<file path="src/rtl/dsp_pkg.sv">
// Shared types and constants for the effects-chain sample sequencer.
package dsp_pkg;

    localparam int unsigned SAMPLE_W     = 24;
    localparam int unsigned MULT_W       = 32;
    localparam int unsigned PROD_W       = 64;
    localparam int unsigned MULT_LATENCY = 2;

    typedef logic signed [SAMPLE_W-1:0] sample_t;
    typedef logic signed [MULT_W-1:0]   mult_op_t;
    typedef logic signed [PROD_W-1:0]   mult_prod_t;

    typedef enum logic [1:0] {
        IDLE,
        START,
        WAIT
    } seq_state_t;

endpackage

</file>
<file path="src/rtl/shared_mult.sv">
// Two-stage pipelined signed 32x32 multiplier shared by all DSP stages.
module shared_mult
    import dsp_pkg::*;
(
    input  logic       clk,
    input  logic       rst,
    input  mult_op_t   a,
    input  mult_op_t   b,
    output mult_prod_t p
);

    mult_op_t a_r;
    mult_op_t b_r;

    // Operand register then product register; runs every cycle.
    always_ff @(posedge clk) begin
        if (rst) begin
            a_r <= '0;
            b_r <= '0;
            p   <= '0;
        end else begin
            a_r <= a;
            b_r <= b;
            p   <= mult_prod_t'(a_r) * mult_prod_t'(b_r);
        end
    end

endmodule

</file>
<file path="src/rtl/dsp_sequencer.sv">
// Per-sample sequencer: runs the DSP stage chain and owns the shared multiplier.
// Optional stage watchdog enabled by defining DSP_SEQ_WATCHDOG_EN.
module dsp_sequencer
    import dsp_pkg::*;
#(
    parameter int unsigned N_STAGES = 4,
    parameter int unsigned TIMEOUT  = 1024
) (
    input  logic                         clk,
    input  logic                         rst,
    input  logic                         sample_tick,
    input  logic [SAMPLE_W-1:0]          sample_in,
    input  logic [N_STAGES-1:0]          bypass,
    output logic [SAMPLE_W-1:0]          sample_out,
    output logic                         sample_valid,
    output logic                         busy,
    output logic                         overrun,
    output logic                         fault,
    output logic [N_STAGES-1:0]          stage_start,
    input  logic [N_STAGES-1:0]          stage_finish,
    output logic [SAMPLE_W-1:0]          stage_in,
    input  logic [N_STAGES*SAMPLE_W-1:0] stage_out,
    input  logic [N_STAGES*MULT_W-1:0]   stage_mult_a,
    input  logic [N_STAGES*MULT_W-1:0]   stage_mult_b,
    output logic [PROD_W-1:0]            mult_p
);

    localparam int unsigned IDX_W = $clog2(N_STAGES + 1);

    if (N_STAGES < 1 || TIMEOUT < 1) begin : g_param_check
        $error("dsp_sequencer: N_STAGES and TIMEOUT must be at least 1");
    end

    seq_state_t          state, state_nx;
    logic [IDX_W-1:0]    idx, idx_nx;
    sample_t             acc, acc_nx;
    logic [N_STAGES-1:0] skip, skip_nx;
    sample_t             out_nx;
    logic                valid_nx;
    logic                overrun_nx;
    logic [IDX_W-1:0]    first_c, adv_c;
    logic                cur_fin, timeout_c;
    sample_t             cur_out;
    mult_op_t            cur_a, cur_b, mult_a, mult_b;

    // Lowest enabled stage at or above lo; N_STAGES means none left.
    function automatic logic [IDX_W-1:0] next_stage(input logic [N_STAGES-1:0] skip_mask,
                                                    input int lo);
        next_stage = IDX_W'(N_STAGES);
        for (int i = int'(N_STAGES) - 1; i >= 0; i--) begin
            if (i >= lo && !skip_mask[i]) next_stage = IDX_W'(i);
        end
    endfunction

    // Select the active stage's finish, result and multiplier operands.
    always_comb begin
        cur_fin = 1'b0;
        cur_out = '0;
        cur_a   = '0;
        cur_b   = '0;
        for (int i = 0; i < int'(N_STAGES); i++) begin
            if (idx == IDX_W'(i)) begin
                cur_fin = stage_finish[i];
                cur_out = sample_t'(stage_out[i*SAMPLE_W +: SAMPLE_W]);
                cur_a   = mult_op_t'(stage_mult_a[i*MULT_W +: MULT_W]);
                cur_b   = mult_op_t'(stage_mult_b[i*MULT_W +: MULT_W]);
            end
        end
    end

    always_comb begin
        stage_start = '0;
        for (int i = 0; i < int'(N_STAGES); i++) begin
            stage_start[i] = (state == START) && (idx == IDX_W'(i));
        end
    end

    assign stage_in = acc;
    assign busy     = (state != IDLE);
    assign mult_a   = (state == WAIT) ? cur_a : '0;
    assign mult_b   = (state == WAIT) ? cur_b : '0;

    shared_mult u_mult (
        .clk (clk),
        .rst (rst),
        .a   (mult_a),
        .b   (mult_b),
        .p   (mult_p)
    );

`ifdef DSP_SEQ_WATCHDOG_EN
    localparam int unsigned CNT_W = $clog2(TIMEOUT + 1);

    logic [CNT_W-1:0] wd_cnt;

    // Counts cycles spent waiting on the current stage; abandon it at TIMEOUT.
    always_ff @(posedge clk) begin
        if (rst) begin
            wd_cnt <= '0;
            fault  <= 1'b0;
        end else begin
            wd_cnt <= (state == WAIT) ? wd_cnt + CNT_W'(1) : '0;
            if (timeout_c) fault <= 1'b1;
        end
    end

    assign timeout_c = (state == WAIT) && !cur_fin && (wd_cnt == CNT_W'(TIMEOUT - 1));
`else
    assign timeout_c = 1'b0;
    assign fault     = 1'b0;
`endif

    always_ff @(posedge clk) begin
        if (rst) begin
            state        <= IDLE;
            idx          <= '0;
            acc          <= '0;
            skip         <= '0;
            sample_out   <= '0;
            sample_valid <= 1'b0;
            overrun      <= 1'b0;
        end else begin
            state        <= state_nx;
            idx          <= idx_nx;
            acc          <= acc_nx;
            skip         <= skip_nx;
            sample_out   <= out_nx;
            sample_valid <= valid_nx;
            overrun      <= overrun_nx;
        end
    end

    always_comb begin
        state_nx   = state;
        idx_nx     = idx;
        acc_nx     = acc;
        skip_nx    = skip;
        out_nx     = sample_t'(sample_out);
        valid_nx   = 1'b0;
        overrun_nx = overrun || (sample_tick && state != IDLE);
        first_c    = next_stage(bypass, 0);
        adv_c      = next_stage(skip, int'(idx) + 1);

        case (state)
            IDLE: begin
                if (sample_tick) begin
                    acc_nx  = sample_t'(sample_in);
                    skip_nx = bypass;
                    idx_nx  = first_c;
                    if (first_c == IDX_W'(N_STAGES)) begin
                        out_nx   = sample_t'(sample_in);
                        valid_nx = 1'b1;
                    end else begin
                        state_nx = START;
                    end
                end
            end
            START: state_nx = WAIT;
            WAIT: begin
                // A timed-out stage is treated as a finish that leaves acc untouched.
                if (cur_fin || timeout_c) begin
                    if (cur_fin) acc_nx = cur_out;
                    idx_nx = adv_c;
                    if (adv_c == IDX_W'(N_STAGES)) begin
                        out_nx   = cur_fin ? cur_out : acc;
                        valid_nx = 1'b1;
                        state_nx = IDLE;
                    end else begin
                        state_nx = START;
                    end
                end
            end
            default: state_nx = IDLE;
        endcase
    end

endmodule
</file>
<file path="config.mk">
export PLATFORM = sky130hd
export DESIGN_NAME = dsp_sequencer
export DESIGN_NICKNAME = d
export VERILOG_FILES = /design/src/rtl/dsp_pkg.sv /design/src/rtl/shared_mult.sv /design/src/rtl/dsp_sequencer.sv
export SDC_FILE = /design/constraint.sdc
export NUM_CORES = 2
export LEC_CHECK = 0
export CORE_UTILIZATION = 50
export CTS_BUF_LIST = sky130_fd_sc_hd__clkbuf_4
export CTS_CLUSTER_DIAMETER = 50
export DETAILED_ROUTE_END_ITERATION = 6
export PLACE_DENSITY_LB_ADDON = 0.08
export RECOVER_POWER = 50
export SLEW_MARGIN = 20
export SYNTH_ARGS = -nofsm -noshare
export SYNTH_HDL_FRONTEND = slang
export SYNTH_SLANG_ARGS = --single-unit
</file>
<file path="constraint.sdc">
create_clock -name clk -period 7.7 [get_ports clk]
set_input_delay 0.77 -clock clk [delete_from_list [all_inputs] [get_ports clk]]
set_output_delay 0.77 -clock clk [all_outputs]
set_load 0.005 [all_outputs]
</file>
==> impl_metrics.ini <==
[synthesis]
synth_seq_cells = 187
synth_xor_area_share_pct = 1.31
ys_seq_area_share_pct = 8.49
syn_area_um2 = 44100
synthDistinctLibCells = 68
synth-simple-area-share_pct = 17.2
synth-edff-count = 0
muxShareOfSynthArea_pct = 0.216
synth_fa_ha_area_share_pct = 54.5
synth_flop_cell = dfxtp_1
synth_top_family_by_area = adder cells
synth.avg_cell_area_um2 = 9.08
synth_fp_nets = 6520
synth_compound_area_share_pct = 7.40
synthCells = 4860
async_reset_ff_share_pct = 0
yosys_warnings = 0

[routing]
final_antenna_net_count = 0
drt_drc_violations_left = 0
wl_per_cell_um = 24.2
drtIter0Drc = 2827
detail_route.first_pass.iterations = 5
dr_total_vias = 35676
wl_um = 158000
via_per_inst = 5.46

[layout]
nets = 7001
syn_to_final_growth_pct = 20.5
final_cell_area_um2 = 53200
final_common_cell = fa_1
final_cell_mix = fa_1 (1,065), inv_1 (969), nand2_1 (536)
drive_gt1_share_pct = 7.88
layout.cells.non_filler = 6530

[clock_tree]
cts_tree = built
htreeDepth = 4
insertion_delay_ns = 0.83
cts-root-buf = clkbuf_4
cts_hold_buf = 0
cts_inserted_buffers = 17
clk_path_buf_depth = 2
path_clk_slew_ns = 0.29
cts_sinks = 187

[sta]
slew_headroom_pct = 29.4
setup_viol = 0
rsz0062_at_grt = yes
worst_pin_slew_ns = 1.06
skew_ns = 0.0917
timing.fmax_ghz = 0.131
period_share_pct = 98.8
drv_slew = 0
period_minus_slack_ns = 7.61
setup_tns_ns = 0
hold_violations = 0

[power]
p_per_area_nw_per_um2 = 57.7
total_power_w = 0.00307
ir_drop_mv = 0.0926
leakage_nw = 25.6

[place]
routabilityCongestion = 1.00
dp_hpwl_um = 133000
io_buffers = 505
postPlaceCellArea_um2 = 52100
dpl.cell_count = 6458

[outcome]
status = finished clean

[floorplan]
die_height_um = 299
die_w_um = 299
ios = 507
start_util_pct = 50.7
core_region_area_um2 = 87000
dieArea_um2 = 89400
rows = 108

[job]
cap_violations = 0

[global_routing]
grt_pass1_vias = 37519
antenna_found_initial = 30
grt_usage_pct = 36.5
grt_pass1_wl_um = 240000
grt_max_degree = 72
grt.overflow.total = 0

[worst_setup_path]
r2r_setup_slack_ns = 0.09
cp.arrival_ns = 8.29
worst_ep_required_time_ns = 8.38
critPathKind = flip-flop to flip-flop
critPathMaxFanout = 27
critPathCaptureType = flip-flop
start_kind = flip-flop

[min_path]
hold_path.class = input port to flip-flop
## cell usage after synthesis (3+ instances only)
master	count	share of area, %
a21oi_1	209	2.4
fa_1	1082	49
nand2_1	538	4.6
and3_1	7	0.099
nand4_1	14	0.20
mux2i_1	5	0.11
buf_1	8	0.068
ha_1	191	5.4
o21ai_1	4	0.045
nor3_1	104	1.2
mux2_2	4	0.10
a31oi_1	7	0.099
and2_1	505	7.2
o21ai_2	4	0.079
buf_2	4	0.045
o21ai_0	40	0.45
or2_2	6	0.085
o21a_1	26	0.44
dfxtp_1	187	8.5
nor2b_1	42	0.60
a21o_1	33	0.56
inv_1	973	8.3
xnor2_1	41	0.81
a21oi_2	3	0.060
nand2b_1	17	0.24
nor3b_1	6	0.10
xor2_1	25	0.50
a21boi_0	4	0.068
clkbuf_1	292	2.5
nor2_1	277	2.4
o22a_1	23	0.46
o21bai_1	11	0.19
a221oi_1	89	1.8
a211oi_1	5	0.085
o211ai_1	11	0.19
nor4b_1	4	0.079
nand3_1	24	0.27
## repair_timing
action	in CTS	in global routing
endpoints found under the setup margin	13	28
setup buffers	0	16
gates resized for setup	12	110
pin swaps	0	40
cloned	0	3
## metal layers
metal,GRT usage [%],wire [um],up-vias
li1,-,-,15501
met1,50.4,64900,18440
met2,54.6,69800,1498
met3,9.86,15500,219
met4,14.7,7470,18
met5,0,129,-
## power breakdown
group          internal, W  switching [W]  leakage, nW
registers          0.00102      0.0000425         1.53
clock network     0.000178       0.000546        0.180
logic             0.000553       0.000724         23.9
## final timing paths
check / end / cells past startpoint / startpoint
max reg2reg: u_mult.p[58]$_SDFF_PP0_ / 26 / u_mult.a_r[15]$_SDFF_PP0_
max: u_mult.p[58]$_SDFF_PP0_ / 26 / u_mult.a_r[15]$_SDFF_PP0_
min reg2reg: stage_in[11]$_SDFFE_PP0P_ / 1 / stage_in[11]$_SDFFE_PP0P_
min: u_mult.p[63]$_SDFF_PP0_ / 2 / rst
## metrics by stage
stage	hold WS (ns)	util, %	worst slack, ns
floorplan	0.460	-	0.0378
global placement	0.448	59.9	-0.0305
detailed placement	0.452	59.9	-0.106
CTS	0.276	60.4	-0.0298
global route	0.369	61.0	-0.206
finish	0.372	61.1	0.0893
## cells by family after synthesis
family | after synthesis
xor+xnor | 66
other cells | 1
fa+ha+maj | 1273
simple gates | 1555
compound gates | 491
flops | 187
mux | 9
buf+inv | 1278
## registers in the layout, indices dropped and copies added, names as in the netlist
| name | cells |
|---|---|
| idx | 3 |
| overrun | 1 |
| sample_out | 24 |
| sample_valid | 1 |
| skip | 4 |
| stage_in | 24 |
| state | 2 |
| u_mult.a_r | 32 |
| u_mult.b_r | 32 |
| u_mult.p | 64 |
## area by class of cell
class | count | area (um^2)
Fill cell | 7672 | 33900
Multi-Input combinational cell | 3395 | 35900
Timing Repair Buffer | 767 | 7920
Inverter | 973 | 3650
Clock inverter | 15 | 225
Sequential cell | 187 | 3790
Tap cell | 1155 | 1450
Antenna cell | 21 | 52.6
Clock buffer | 17 | 128
## critical path: stages (launching register included)
cell and delay, ns:
dfxtp_2 0.39, buf_12 0.15, and2_1 0.18, fa_1 0.50, fa_1 0.52, inv_1 0.05
fa_1 0.53, fa_1 0.44, fa_1 0.51, inv_1 0.05, fa_1 0.44, fa_1 0.54
inv_1 0.06, fa_1 0.49, inv_1 0.04, ha_1 0.33, a21oi_2 0.16, o21ai_1 0.12
o21ai_1 0.17, o211ai_1 0.20, o21ai_2 0.27, or4b_4 0.52, a311oi_4 0.31, buf_6 0.17
o21ai_4 0.08, xnor2_1 0.16, nor2_1 0.05
No activity file was read; power rests on OpenSTA's default activity.
